$ cat config.mk
export PLATFORM = sky130hd
export DESIGN_NAME = ext_code_seq_ctrl
export DESIGN_NICKNAME = d
export VERILOG_FILES = /design/src/rtl/ext_code_seq_ctrl.sv
export SDC_FILE = /design/constraint.sdc
export NUM_CORES = 1
export LEC_CHECK = 0
export CORE_AREA = 2 2 152 154
export DETAILED_ROUTE_END_ITERATION = 6
export DIE_AREA = 0 0 154 156
export PLACE_DENSITY_LB_ADDON = 0.3
export SLEW_MARGIN = 20
export SYNTH_ARGS = -nofsm -noshare
export SYNTH_HDL_FRONTEND = slang
export SYNTH_SLANG_ARGS = --single-unit
export TNS_END_PERCENT = 50
$ cat constraint.sdc
create_clock -name iClk -period 3.6 [get_ports iClk]
set_input_delay 0.36 -clock iClk [delete_from_list [all_inputs] [get_ports iClk]]
set_output_delay 0.36 -clock iClk [all_outputs]
set_load 0.02 [all_outputs]
$ cat src/rtl/ext_code_seq_ctrl.sv
// Trigger-driven code sequencer: the host fills a small code buffer, arms the block,
// and each external trigger pulse drives the next stored code onto the channel outputs.
module ext_code_seq_ctrl #(
  parameter int CH_WIDTH = 32,
  parameter int DEPTH    = 8,
  parameter int PTR_W    = 3
) (
  input  logic                iClk,
  input  logic                iRst,
  input  logic                iWr_valid,
  output logic                oWr_ready,
  input  logic [CH_WIDTH-1:0] iWr_data,
  input  logic                iClear,
  input  logic                iArm,
  input  logic                iAbort,
  input  logic                iLoop,
  input  logic                iTrigger,
  output logic [CH_WIDTH-1:0] oCode,
  output logic                oCode_valid,
  output logic [PTR_W:0]      oCount,
  output logic [1:0]          oState,
  output logic                oErr
);

  localparam int CNT_W = PTR_W + 1;
  localparam logic [CNT_W-1:0] DEPTH_C = CNT_W'(DEPTH);

  localparam logic [1:0] ST_IDLE   = 2'd0;
  localparam logic [1:0] ST_ARMED  = 2'd1;
  localparam logic [1:0] ST_ACTIVE = 2'd2;
  localparam logic [1:0] ST_DONE   = 2'd3;

  logic [CH_WIDTH-1:0] mem [DEPTH];

  logic [1:0]          state_q,  state_d;
  logic [CH_WIDTH-1:0] code_q,   code_d;
  logic                vld_q,    vld_d;
  logic [CNT_W-1:0]    cnt_q,    cnt_d;
  logic [PTR_W-1:0]    wr_ptr_q, wr_ptr_d;
  logic [PTR_W-1:0]    rd_ptr_q, rd_ptr_d;
  logic                err_q,    err_d;

  logic trig_s1_q, trig_s2_q, trig_prev_q;
  logic trig_rise, trig_fall;
  logic wr_ready, wr_fire, rd_last;

  // Two-flop synchronizer followed by a registered edge detector
  always_ff @(posedge iClk or posedge iRst) begin
    if (iRst) begin
      trig_s1_q   <= 1'b0;
      trig_s2_q   <= 1'b0;
      trig_prev_q <= 1'b0;
    end else begin
      trig_s1_q   <= iTrigger;
      trig_s2_q   <= trig_s1_q;
      trig_prev_q <= trig_s2_q;
    end
  end

  assign trig_rise = trig_s2_q & ~trig_prev_q;
  assign trig_fall = ~trig_s2_q & trig_prev_q;

  assign wr_ready = (state_q == ST_IDLE) && (cnt_q < DEPTH_C);
  assign wr_fire  = iWr_valid && wr_ready && !iClear;
  assign rd_last  = ({1'b0, rd_ptr_q} == (cnt_q - CNT_W'(1)));

  always_ff @(posedge iClk) begin
    if (wr_fire) begin
      mem[wr_ptr_q] <= iWr_data;
    end
  end

  always_comb begin
    state_d  = state_q;
    code_d   = code_q;
    vld_d    = vld_q;
    cnt_d    = cnt_q;
    wr_ptr_d = wr_ptr_q;
    rd_ptr_d = rd_ptr_q;
    err_d    = err_q;

    // Buffer maintenance is only possible while IDLE, even in an abort cycle
    if (state_q == ST_IDLE) begin
      if (iClear) begin
        cnt_d    = '0;
        wr_ptr_d = '0;
      end else if (wr_fire) begin
        cnt_d    = cnt_q + CNT_W'(1);
        wr_ptr_d = wr_ptr_q + PTR_W'(1);
      end
    end

    if (iAbort) begin
      state_d  = ST_IDLE;
      code_d   = '0;
      vld_d    = 1'b0;
      rd_ptr_d = '0;
    end else begin
      case (state_q)
        ST_IDLE: begin
          if (iArm) begin
            if (cnt_q != '0) begin
              state_d  = ST_ARMED;
              rd_ptr_d = '0;
              err_d    = 1'b0;
            end else begin
              err_d = 1'b1;
            end
          end
        end
        ST_ARMED: begin
          if (iArm) begin
            rd_ptr_d = '0;
            code_d   = '0;
            vld_d    = 1'b0;
          end else if (trig_rise) begin
            code_d  = mem[rd_ptr_q];
            vld_d   = 1'b1;
            state_d = ST_ACTIVE;
          end
        end
        ST_ACTIVE: begin
          if (iArm) begin
            state_d  = ST_ARMED;
            rd_ptr_d = '0;
            code_d   = '0;
            vld_d    = 1'b0;
          end else if (trig_fall) begin
            code_d = '0;
            vld_d  = 1'b0;
            if (rd_last) begin
              if (iLoop) begin
                rd_ptr_d = '0;
                state_d  = ST_ARMED;
              end else begin
                state_d = ST_DONE;
              end
            end else begin
              rd_ptr_d = rd_ptr_q + PTR_W'(1);
              state_d  = ST_ARMED;
            end
          end
        end
        default: begin
          if (iArm) begin
            state_d  = ST_ARMED;
            rd_ptr_d = '0;
            err_d    = 1'b0;
          end else if (trig_rise) begin
            err_d = 1'b1;
          end
        end
      endcase
    end
  end

  always_ff @(posedge iClk or posedge iRst) begin
    if (iRst) begin
      state_q  <= ST_IDLE;
      code_q   <= '0;
      vld_q    <= 1'b0;
      cnt_q    <= '0;
      wr_ptr_q <= '0;
      rd_ptr_q <= '0;
      err_q    <= 1'b0;
    end else begin
      state_q  <= state_d;
      code_q   <= code_d;
      vld_q    <= vld_d;
      cnt_q    <= cnt_d;
      wr_ptr_q <= wr_ptr_d;
      rd_ptr_q <= rd_ptr_d;
      err_q    <= err_d;
    end
  end

  assign oWr_ready   = wr_ready;
  assign oCode       = code_q;
  assign oCode_valid = vld_q;
  assign oCount      = cnt_q;
  assign oState      = state_q;
  assign oErr        = err_q;

endmodule

## Word-level counts from Yosys, hierarchy flattened

Memory sizes are Yosys's and may differ from the RTL's.
Cells that the tools add are included.

| storage, ports and cells | value |
|---|---|
| output and inout bits | 41 |
| input bits | 40 |
| memories kept | 1 |
| bits in registers | 49 |
| bits in latches | 0 |
| RAM bits | 256 |
| logic and storage cells | 92 |
| bits in read-only memories | 0 |

| operators by class | value |
|---|---|
| muxes and demuxes | 41 |
| add/sub/neg operators | 4 |
| reductions and logical operators | 18 |
| $mul | 0 |
| eq/ne operators | 11 |
| $lt $le $gt $ge | 1 |
| shifts and indexed selects | 0 |
| bitwise operators | 6 |
| div/mod/pow operators | 0 |

Memory list:

| memory | words | width | rd ports | clocked after memory_dff | wr ports | line | source |
|---|---|---|---|---|---|---|---|
| mem | 8 | 32 | 1 | 0 | 1 | 33 | `logic [CH_WIDTH-1:0] mem [DEPTH];` |

Operators by type and width:

| kind | number |
|---|---|
| $mux 32 | 5 |
| $pmux 32 s2 | 1 |
| $mux 3 | 10 |
| $mux 2 | 10 |
| $ne 4x4->1 const B | 3 |
| $mux 1 | 9 |
| $ne 3x3->1 const B | 3 |
| $reduce_bool 3->1 | 3 |
| $mux 4 | 2 |
| $reduce_bool 4->1 | 2 |
| $add 3x1->3 const B | 2 |
| $pmux 2 s3 | 1 |
| $pmux 3 s2 | 1 |
| $reduce_and 6->1 | 1 |
| $reduce_and 5->1 | 1 |
| $add 4x1->4 const B | 1 |
| $eq 3x4->1 | 1 |
| $lt 4x4->1 const B | 1 |
| $not 1->1 | 4 |
| $pmux 1 s2 | 2 |
| $reduce_and 4->1 | 1 |
| $reduce_bool 2->1 | 2 |
| $sub 4x1->4 const B | 1 |
| $logic_and 1x1->1 | 3 |
| other kinds (10) | 11 |

## Logic depth before layout (Yosys ltp)

| logic depth | value |
|---|---|
| word-level depth | 7 |
| gate-level depth with buffers | 9 |
| gate-level depth less buffers | 7 |

## Least setup slack after synthesis

Ideal clock, no wire load.

| timing path | value |
|---|---|
| path type | register to register |
| start | register state_q[1] (netlist: oState[1]) |
| end | memory mem[0][0] (enable) |
| cell stages (with the launch flop) | 7 |
| slack | -0.472 ns |
| required time | 3.139 ns |
| path buffers | 1 |
| data arrival time | 3.611 ns |
| path through | dfrtp_1 inv_1 ha_1 clkbuf_1 nand2_1 or3_1 nor3_1 |

| between the ends | value |
|---|---|
| word-level cells in the longest chain between the ends | 6 |

Ends and longest elaborated chain:

| what | line | source |
|---|---|---|
| start: declaration | 35 | `logic [1:0] state_q, state_d;` |
| start signal: assignment | 167 | `state_q <= state_d;` |
| $logic_not 2->1 | 63 | `assign wr_ready = (state_q == ST_IDLE) && (cnt_q < DEPTH_C);` |
| $logic_and 1x1->1 | 63 |  |
| $logic_and 1x1->1 (2 in a row) | 64 | `assign wr_fire = iWr_valid && wr_ready && !iClear;` |
| $mux 1 | 68 | `if (wr_fire) begin` |
| $mux 1 (implied by the code) | 69 | `mem[wr_ptr_q] <= iWr_data;` |
| end: declaration | 33 |  |

No other way between the ends.

## Final worst setup path

| timing path | value |
|---|---|
| start | register state_q[1] (netlist: oState[1]) |
| end | output port oWr_ready |

| between the ends | value |
|---|---|
| word-level cells in the longest chain between the ends | 2 |

Ends and longest elaborated chain:

| what | line | source |
|---|---|---|
| $logic_not 2->1 | 63 |  |
| $logic_and 1x1->1 | 63 |  |
| end: declaration | 11 | `output logic oWr_ready,` |

No other way between the ends.

==> flow_summary_export.csv <==
group,metric,value,unit
logic_synthesis,syn_area_per_cell,19.8,µm²
timing,slew_viol_final,0,
cells_and_area,nNetsFinal,746,
worst_hold_path,whs_path_depth,1,
grt,busiest_layer,"met2",
clock_tree,cts_resized,0,
logic_synthesis,synth_area,11700,µm²
clock_tree,cts_hold_buf,0,
grt,antenna_found_initial,1,
timing,finalSetupViolCount,0,
clock_tree,clk_pin_slew,0.06,ns
timing,period_minus_slack,2.74,ns
worst_hold_path,hold_class,"input pin to register",
clock_tree,clockRootBuffer,"clkbuf_16",
status,status,"complete, no violations",
pwr,power.leakage,4.60,nW
logic_synthesis,synth_fp_nets,640,
place,portBuffers,80,
clock_tree,cts_inserted_buffers,30,
critical_path,crit_path_start_kind,"register",
clock_tree,postCtsSetupRepairBufs,0,
run,cap_violations,0,
critical_path,worst-setup-path-type,"register to output pin",
critical_path,cp.required,3.24,ns
clock_tree,clock_sinks,305,
critical_path,cp_max_fo,9,
cells_and_area,area_growth_syn_to_layout,19.5,%
critical_path,cpMostUsedCell,"inv_1",
clock_tree,clockBufferDepth,3,
timing,worstMarginPinSlew,0.934,ns
grt,track_usage,0.193,
grt,overflow,0,
timing,min_period_over_period,0.760,
cells_and_area,final_cells,1009,
cells_and_area,final_cell_mix,"256 x edfxtp_1, 80 x clkdlybuf4s50_1, 64 x mux4_2",
critical_path,critical_path_cell_count,5,
critical_path,crit_chain,"inv_1, ha_1, inv_1, nor2_1, clkdlybuf4s50_1",
floorplanning,die-area,24000,µm²
grt,met1_usage,0.286,
place,place_hpwl,14.1,mm
timing,relSlewSlack,0.377,
floorplanning,fp.dieW,154,µm
clock_tree,clk_latency,0.54,ns
route,firstDrtPassIters,5,
route,vias,5829,
cells_and_area,final_area,14000,µm²
critical_path,reg2regPathDepth,7,
critical_path,cp_data_arrival_time,2.38,ns
timing,rsz0062_at_grt,"false",
logic_synthesis,syn_inst,593,
route,viasPerCell,5.78,
logic_synthesis,asyncSetResetFlopFracSynth,0.161,
logic_synthesis,ys_types,36,
pwr,powerDensity,596,nW/µm²
route,drc,0,
grt,grt_max_degree,40,
timing,max_freq,365,MHz
place,placedInstanceArea,13000,µm²
floorplanning,core_area,22400,µm²
critical_path,cp_slowest_stage_delay,0.64,ns
route,routed_wl,22.6,mm
cells_and_area,mostFrequentLayoutCell,"edfxtp_1",
grt,use_met3,0.0286,
critical_path,end_kind,"output pin",
critical_path,critPathTopFamily,"buffers and inverters",
place,gp_congestion,0.782,
floorplanning,initial_core_util,0.524,
clock_tree,htree_levels,1,
route,wire_per_inst,22.4,µm
grt,grt_pass1_wl,35.7,mm
logic_synthesis,synth_flop_cell,"edfxtp_1",
floorplanning,io-pin-count,81,
timing,finalHoldViolations,0,
place,dp.cells,952,
critical_path,critPathBufInv,3,
cells_and_area,n_fill_cell,1506,
critical_path,crit_path_top_delay_cell,"clkdlybuf4s50_1",
timing,finalSetupTns,0,ns
grt,use_met2,0.310,
route,drtIter0Drc,575,
pwr,peakVddDrop,0.356,mV
floorplanning,die_h,156,µm
grt,grt_pass1_vias,6189,
logic_synthesis,synth-edff-count,256,
logic_synthesis,yosysSeqAreaShare,0.760,
logic_synthesis,yosysWarnings,0,
timing,hold-worst-slack,0.302,ns
floorplanning,rows,55,
logic_synthesis,ys_ff_latch,305,
clock_tree,tritoncts,"built",
route,antenna_left,0,
cells_and_area,drive_above_1_share,0.207,
timing,skew,0.0107,ns
## cell families (layout without fill, tap and decap cells)
kind of cell / after synthesis / in the layout / synth area share
flops: 305 / 305 / 0.760
buf+inv: 34 / 164 / 0.0123
other cells: 0 / 1 / 0
fa+ha+maj: 7 / 7 / 0.00747
simple gates: 83 / 83 / 0.0335
mux: 100 / 100 / 0.154
xor+xnor: 3 / 3 / 0.00224
compound gates: 61 / 61 / 0.0305
## synthesized netlist by cell type, types with 4 or more instances
cell      instances  area (µm²)
mux2i_1          33         330
nor2_1           13        48.8
clkbuf_1         16        60.1
o21ai_0          41         205
inv_1             6        22.5
nor2b_1           6        37.5
nand2_1          43         161
mux4_2           64        1440
a21oi_1           9        45.0
ha_1              7        87.6
edfxtp_1        256        7690
dfrtp_1          49        1230
buf_1             4        15.0
nor3_1            4        20.0
buf_2             7        35.0
## routing by layer
layer  vias up  routed length (µm)  part of all wire
met1      3028               10100              0.45
li1       2591                   -                 -
met2       176               10900              0.48
met5         -                   0                 0
met4         0                 362             0.016
met3        34                1200             0.053
## final timing paths
path,from,end,slack [ns]
max in group asynchronous,iRst,wr_ptr_q[1],2.55
max reg2reg,oState[1],mem[3][18],0.96
min,iTrigger,trig_s1_q,0.30
min reg2reg,trig_s1_q,trig_s2_q,0.35
min in group asynchronous,iRst,oCode[30],0.35
max,oState[1],oWr_ready,0.86
## power breakdown
part           total, mW  internal (mW)  switching (mW)
combinational       1.13          0.493           0.642
sequential          4.20           4.07           0.128
clock               3.02           1.79            1.23
## flip-flops by register name, indices dropped and copies added (netlist names)
signal / count
trig_s2_q: 1
oCode: 32
mem: 256
oState: 2
oCode_valid: 1
wr_ptr_q: 3
trig_s1_q: 1
oCount: 4
oErr: 1
rd_ptr_q: 3
trig_prev_q: 1
## area by class of cell
class                      instances  area, µm²  area share
clock buffer                      40        850      0.0606
tap                              285        357      0.0254
inverter                           6       22.5     0.00161
clock inverter                    16        125     0.00893
sequential                       305       8920       0.637
timing repair buffer             102       1000      0.0716
antenna                            1       2.50    0.000179
multi-input combinational        254       2730       0.195
## stage by stage
step	utilization	power [mW]	setup slack, ns
floorplan	-	4.91	-0.383
global placement	0.583	5.37	0.732
detailed placement	0.583	5.42	0.657
CTS	0.626	8.42	0.852
global route	0.627	8.68	0.722
finish	0.627	8.35	0.863
No activity file was read; power rests on OpenSTA's default activity.
